**src/rtl/mc_sched_pkg.sv**
```systemverilog
// mc_sched_pkg: shared state encoding, wait-counter width and timing-parameter limits
package mc_sched_pkg;
    localparam int CNT_W    = 4;
    localparam int TRCD_MIN = 1;
    localparam int TRCD_MAX = 15;
    localparam int TRP_MIN  = 1;
    localparam int TRP_MAX  = 15;
    typedef enum logic [2:0] {
        S_IDLE, S_PRE, S_TRP_WAIT, S_ACT, S_TRCD_WAIT, S_ACCESS, S_PALL, S_PALL_WAIT
    } state_t;
endpackage

```
**src/rtl/mc_tcnt.sv**
```systemverilog
// mc_tcnt: loadable down-counter with zero flag; saturates at zero instead of wrapping
module mc_tcnt
    import mc_sched_pkg::*;
(
    input  logic             clk,
    input  logic             rst,
    input  logic             load,
    input  logic             dec,
    input  logic [CNT_W-1:0] load_val,
    output logic             zero
);
    logic [CNT_W-1:0] cnt;
    always_ff @(posedge clk or negedge rst) begin
        if (!rst) cnt <= '0;
        else if (load) cnt <= load_val;
        else if (dec && !zero) cnt <= cnt - 1'b1;
    end
    assign zero = cnt == '0;
endmodule

```
**src/rtl/mc_bank_sched.sv**
```systemverilog
// mc_bank_sched: per-chip-select PRE/ACT/RD/WR sequencer with tRP/tRCD spacing,
// driving the open-bank tracker strobes and servicing precharge-all requests.
module mc_bank_sched
    import mc_sched_pkg::*;
#(
    parameter int TRCD = 2,
    parameter int TRP  = 2
) (
    input  logic        clk,
    input  logic        rst,
    input  logic        req,
    input  logic        req_we,
    input  logic [12:0] row_adr,
    input  logic [1:0]  bank_adr,
    output logic        ack,
    input  logic        prech_all_req,
    output logic        prech_all_done,
    input  logic        bank_open,
    input  logic        any_bank_open,
    input  logic        row_same,
    output logic        bank_set,
    output logic        bank_clr,
    output logic        bank_clr_all,
    output logic        cmd_act,
    output logic        cmd_pre,
    output logic        cmd_pall,
    output logic        cmd_rd,
    output logic        cmd_wr,
    output logic        busy
);
    if (TRCD < TRCD_MIN || TRCD > TRCD_MAX || TRP < TRP_MIN || TRP > TRP_MAX) begin : g_bad_param
        $error("mc_bank_sched: TRCD/TRP out of range");
    end
    state_t           state, nxt;
    logic             zero, load, dec;
    logic [CNT_W-1:0] load_val;
    logic             unused_adr;
    assign unused_adr = ^{row_adr, bank_adr};
    always_ff @(posedge clk or negedge rst) begin
        if (!rst) state <= S_IDLE;
        else state <= nxt;
    end
    // Counter is preloaded on entry to each command state, so it already
    // reads zero in the command cycle when the parameter is 1.
    always_comb begin
        nxt = state;
        case (state)
            S_IDLE:                 nxt = prech_all_req ? (any_bank_open ? S_PALL : S_PALL_WAIT) :
                                          !req ? S_IDLE : !bank_open ? S_ACT : row_same ? S_ACCESS : S_PRE;
            S_PRE, S_TRP_WAIT:      nxt = zero ? S_ACT : S_TRP_WAIT;
            S_ACT, S_TRCD_WAIT:     nxt = zero ? S_ACCESS : S_TRCD_WAIT;
            S_ACCESS:               nxt = S_IDLE;
            S_PALL, S_PALL_WAIT:    nxt = zero ? S_IDLE : S_PALL_WAIT;
            default:                nxt = S_IDLE;
        endcase
    end
    assign load     = state == S_IDLE || (nxt == S_ACT && state != S_ACT);
    assign dec      = state != S_IDLE && state != S_ACCESS;
    assign load_val = nxt == S_ACT ? CNT_W'(TRCD - 1) :
                      (nxt == S_PRE || nxt == S_PALL) ? CNT_W'(TRP - 1) : '0;
    mc_tcnt u_tcnt (
        .clk      (clk),
        .rst      (rst),
        .load     (load),
        .dec      (dec),
        .load_val (load_val),
        .zero     (zero)
    );
    always_comb begin
        busy           = state != S_IDLE;
        cmd_pre        = state == S_PRE;
        cmd_act        = state == S_ACT;
        cmd_pall       = state == S_PALL;
        ack            = state == S_ACCESS;
        cmd_rd         = ack && !req_we;
        cmd_wr         = ack && req_we;
        bank_clr       = cmd_pre;
        bank_set       = cmd_act;
        bank_clr_all   = cmd_pall;
        prech_all_done = (state == S_PALL || state == S_PALL_WAIT) && zero;
    end
endmodule

```
**config.mk**
```make
export PLATFORM = sky130hd
export DESIGN_NAME = mc_bank_sched
export DESIGN_NICKNAME = d
export VERILOG_FILES = /design/src/rtl/mc_sched_pkg.sv /design/src/rtl/mc_tcnt.sv /design/src/rtl/mc_bank_sched.sv
export SDC_FILE = /design/constraint.sdc
export NUM_CORES = 1
export LEC_CHECK = 0
export BUFFER_PORTS_ARGS = -buffer_cell sky130_fd_sc_hd__buf_2
export CAP_MARGIN = 20
export CORE_MARGIN = 2
export CORE_UTILIZATION = 37
export CTS_CLUSTER_SIZE = 12
export DETAILED_ROUTE_END_ITERATION = 7
export PLACE_DENSITY = 0.78
export SYNTH_ARGS = -nofsm -noshare
export SYNTH_HDL_FRONTEND = slang
export SYNTH_SLANG_ARGS = --single-unit
```
**constraint.sdc**
```tcl
create_clock -name clk -period 1.85 [get_ports clk]
set_clock_uncertainty 0.15 [all_clocks]
set_input_delay 0.555 -clock clk [delete_from_list [all_inputs] [get_ports clk]]
set_output_delay 0.555 -clock clk [all_outputs]
set_load 0.1 [all_outputs]
```
# After elaboration in Yosys (flattened, before gate mapping)
# Cells that the tools add are included.
word_totals:
  register_bits: 7
  in_bits: 23
  out_inout_bits: 11
  word_cells: 46
op_classes:
  add_sub_neg: 1
  eq_ne: 12
  n_mux: 13
  reduce_logical: 18
ops:
  columns: ["op", "count"]
  rows:
  - ["== test 3 bit, second input constant", 5]
  - ["2-to-1 mux 3 bit", 5]
  - ["one-hot mux 3 bit (5 select lines)", 1]
  - ["== test 3 x 2 -> 1 bit, second input constant", 3]
  - ["2-to-1 mux 4 bit", 2]
  - ["== test 3 x 1 -> 1 bit, second input constant", 2]
  - ["logical AND 1 bit", 6]
  - ["OR reduction 2 bit", 3]
  - ["2-to-1 mux 1 bit", 5]
  - ["logical NOT 4 bit", 1]
  - ["subtractor 4 x 1 -> 4 bit, second input constant", 1]
  - ["logical NOT 3 bit", 1]
  - ["logical OR 1 bit", 3]
  - ["inequality test 3 x 2 -> 1 bit, second input constant", 1]
  - ["inequality test 3 bit, second input constant", 1]
  - ["nonzero test 3 bit", 1]
  - ["logical NOT 1 bit", 2]
  - ["nonzero test 2 bit", 1]

# Longest topological paths before layout
depth:
  ltp_word: 10
  depth_mapped: 8
  ltp_nobuf: 7

# Modules after synthesis
# From an unflattened synthesis, not the netlist that was laid out.
unflattened:
  cells_unflattened: 69
  hier_area_um2: 620.6
by_module_without_submodules:
  columns: ["module", "instances", "cells_per_inst", "area_each_um2", "seq_area_each_um2"]
  rows:
  - ["mc_bank_sched", 1, 42, 350.3, 75.1]
  - ["mc_tcnt", 1, 27, 270.3, 100.1]

# Least setup slack after synthesis
# Ideal clock, no wire load.
synth_path:
  kind: "reg-to-output"
  from: "register state[2]"
  to: "output port cmd_pre"
  t_arrival_ns: 2.567
  setup_slack_ns: -1.422
  path_stages_with_launch: 5
  path_cell_list: "dfrtp_1 -> buf_2 -> nor2b_1 -> nor2b_1 -> buf_4"
synth_between:
  elab_chain_cells: 1
synth_rtl:
  columns: ["item", "line_no", "source"]
  rows:
  - ["start: declaration", "mc_bank_sched.sv:34", "state_t state, nxt;"]
  - ["start signal: assignment", "mc_bank_sched.sv:41", "else state <= nxt;"]
  - ["== test 3 x 1 -> 1 bit", "mc_bank_sched.sv:71", "cmd_pre = state == S_PRE;"]
  - ["end: declaration", "mc_bank_sched.sv:25", "output logic cmd_pre,"]
# Every way passes these cells.

# Worst setup path after layout
layout_path:
  from: "register u_tcnt.cnt[1]"
  to: "output port prech_all_done"
layout_between:
  elab_chain_cells: 2
layout_rtl:
  columns: ["item", "line_no", "source"]
  rows:
  - ["start: declaration", "mc_tcnt.sv:12", "logic [CNT_W-1:0] cnt;"]
  - ["start signal: assignment", "mc_tcnt.sv:15", "else if (load) cnt <= load_val;"]
  - ["start signal: assignment", "mc_tcnt.sv:16", "else if (dec && !zero) cnt <= cnt - 1'b1;"]
  - ["logical NOT 4 bit", "mc_tcnt.sv:18", "assign zero = cnt == '0;"]
  - ["logical AND 1 bit", "mc_bank_sched.sv:80", "prech_all_done = (state == S_PALL || state == S_PALL_WAIT) && zero;"]
  - ["end: declaration", "mc_bank_sched.sv:17", "output logic prech_all_done,"]
# Every way passes these cells.

==> results.sh <==
export IMPL_antenna_found_initial=0
export IMPL_min_period_ps=2180
export IMPL_hold_viol_final=0
export IMPL_cp_end_kind="output pin"
export IMPL_cp_start_kind="register"
export IMPL_synth_top_area_cell="dfrtp_1"
export IMPL_path_class="reg2out"
export IMPL_cts_tree="yes"
export IMPL_synth_area_um2=582
export IMPL_grt_busiest_layer="met2"
export IMPL_yosys_warnings=0
export IMPL_synth_largest_type_area_fraction=0.301
export IMPL_final_max_slew_viol_count=0
export IMPL_hpwl_mm=1.20
export IMPL_drc=0
export IMPL_worstPathMaxFanout=2
export IMPL_ys_types=29
export IMPL_cts_made_buffers=3
export IMPL_grt_pass1_wl_mm=3.45
export IMPL_die_y_um=43.7
export IMPL_clkSlewWorstSetupHoldPaths_ps=60
export IMPL_n_fill_cell=65
export IMPL_cts_sinks=7
export IMPL_mostFrequentLayoutCell="buf_4"
export IMPL_viasPerCell=5.89
export IMPL_final_setup_worst_slack_ps=-326
export IMPL_worst_pin_slew_ps=533
export IMPL_diodes=0
export IMPL_timing_critical_path_to="prech_all_done"
export IMPL_rrSetupSlack_ps=-290
export IMPL_first_global_vias=789
export IMPL_cts_root_buffer="clkbuf_4"
export IMPL_dr_total_vias=824
export IMPL_seqCellArea_um2=175
export IMPL_floorplan_initialDensity=0.391
export IMPL_firstDrtPassIters=4
export IMPL_multi_input_area_um2=483
export IMPL_cts_buffer_depth=2
export IMPL_fmax_ghz=0.460
export IMPL_worstReg2RegEnd="u_tcnt.cnt[0]$_DFFE_PN0P_"
export IMPL_layout_common_cells="27 x buf_4, 12 x buf_12, 8 x buf_6"
export IMPL_ant_nets=0
export IMPL_rsz0062_at_grt="true"
export IMPL_track_usage=0.249
export IMPL_ctsHtreeMaxLevel=1
export IMPL_max_cap_violations=0
export IMPL_cp_arrival_ps=1470
export IMPL_die_area_um2=1910
export IMPL_postLayoutCoreUtil=0.879
export IMPL_drive_above_1_share=0.661
export IMPL_initialDrtViolationCount=45
export IMPL_final_nets=149
export IMPL_wl_per_cell_um=19.6
export IMPL_yosysSeqAreaShare=0.301
export IMPL_grtUsageMet1=0.315
export IMPL_grt_use_met3=0.0500
export IMPL_routed_wl_mm=2.74
export IMPL_grt_max_degree=8
export IMPL_synthCells=72
export IMPL_grt_overflow_total=0
export IMPL_violations="setup timing"
export IMPL_grt_util_met2=0.391
export IMPL_design_core_area_um2=1490
export IMPL_postSynthAreaPerCell_um2=8.08
export IMPL_outcome="finished with violations"
export IMPL_clock_latency_ps=270
export IMPL_worstRegToRegCells=10
export IMPL_gp_congestion=0.822
export IMPL_io_buffers=18
export IMPL_cp_startpoint="u_tcnt.cnt[1]$_DFFE_PN0P_"
export IMPL_synthTopCellsByArea="dfrtp_1 30%, nand2_1 5.8%, buf_4 5.2%, nor2_1 5.2%, o32ai_4 4.7%"
export IMPL_die_w_um=43.7
export IMPL_area_growth_pct=125
export IMPL_ios=34
export IMPL_crit_required_ps=1140
export IMPL_fin_crit_sh=1.18
export IMPL_worstHoldPathType="in2async"
export IMPL_ys_ff_latch=7
export IMPL_r2r_start="u_tcnt.cnt[0]$_DFFE_PN0P_"
export IMPL_slew_headroom=0.641
export IMPL_finalSetupViolations=16
export IMPL_num_rows=14
export IMPL_syn_nets=96
-- Yosys cell counts --
cell / number
o21ai_0: 2
nand2_1: 9
o21a_1: 3
o211ai_2: 1
nor2b_1: 4
nor4_1: 1
dfrtp_1: 7
xnor2_1: 3
nor2_1: 8
and2_1: 3
o2111ai_1: 1
a211oi_1: 1
ha_1: 1
nand3_1: 2
buf_2: 2
clkbuf_1: 1
a31oi_1: 1
o32ai_4: 1
nor3b_2: 1
a31o_2: 1
buf_4: 4
o22ai_1: 1
a311oi_1: 1
nor3_1: 2
o31ai_1: 2
nand2b_1: 1
a21oi_1: 1
a222oi_1: 1
inv_1: 6
-- routing by layer --
metal,vias to the layer above,wire length (um)
li1,348,-
met1,408,1010
met2,54,1390
met3,14,213
met4,0,129
met5,-,0
-- what timing repair did --
| item | in CTS | in global routing |
|---|---|---|
| buffers inserted | 15 | 9 |
| hold buffers | 1 | 0 |
| resized for setup | 15 | 11 |
| setup endpoints to repair | 13 | 17 |
| hold endpoints to repair | 7 | 0 |
| pin swaps | 5 | 5 |
-- worst max-delay path: stages (launching register included) --
cell and delay, ps:
dfrtp_1 390, inv_2 90, ha_4 140, nor3b_4 220
nor2b_4 200, buf_12 180
-- cells by family after synthesis --
group	share of synthesized area
simple gates	0.262
flops	0.301
xor+xnor	0.0452
fa+ha+maj	0.0215
buf+inv	0.114
compound gates	0.256
-- registers in the layout (all words and copies together), names as in the netlist --
name        flops
u_tcnt.cnt      4
state           3
-- final cells by class --
type | instances | share of cell area
Clock buffer | 4 | 0.0201
Inverter | 6 | 0.0201
Multi-Input combinational cell | 52 | 0.369
Sequential cell | 7 | 0.134
Tap cell | 16 | 0.0153
Timing Repair Buffer | 55 | 0.442
-- worst min path at each step --
| stage | startpoint | endpoint | slack, ps | depth (start not counted) |
|---|---|---|---|---|
| global placement | rst | u_tcnt.cnt[2]$_DFFE_PN0P_ | 240 | 1 |
| CTS | u_tcnt.cnt[2]$_DFFE_PN0P_ | u_tcnt.cnt[2]$_DFFE_PN0P_ | 500 | 2 |
| finish | rst | state[0]$_DFF_PN0_ | 510 | 2 |
| detailed placement | rst | u_tcnt.cnt[3]$_DFFE_PN0P_ | 240 | 1 |
| global route | rst | state[0]$_DFF_PN0_ | 520 | 2 |
| floorplan | rst | state[0]$_DFF_PN0_ | 110 | 0 |
-- metrics by stage --
| stage | hold WS, ps | TNS [ps] | std cells | cell area (um2) | setup slack [ps] |
|---|---|---|---|---|---|
| 2_1_floorplan | 109 | -1830 | 72 | 704 | -363 |
| 3_3_place_gp | 237 | -147 | 111 | 968 | -116 |
| 3_5_place_dp | 241 | -246 | 111 | 968 | -149 |
| 4_1_cts | 503 | -1850 | 131 | 1180 | -303 |
| 5_1_grt | 522 | -3710 | 140 | 1310 | -389 |
| 6_report | 508 | -3020 | 140 | 1310 | -326 |
Power is left out: the tool's default activity adds up to more than one toggle a clock period on the data nets, which glitch-free logic cannot reach.
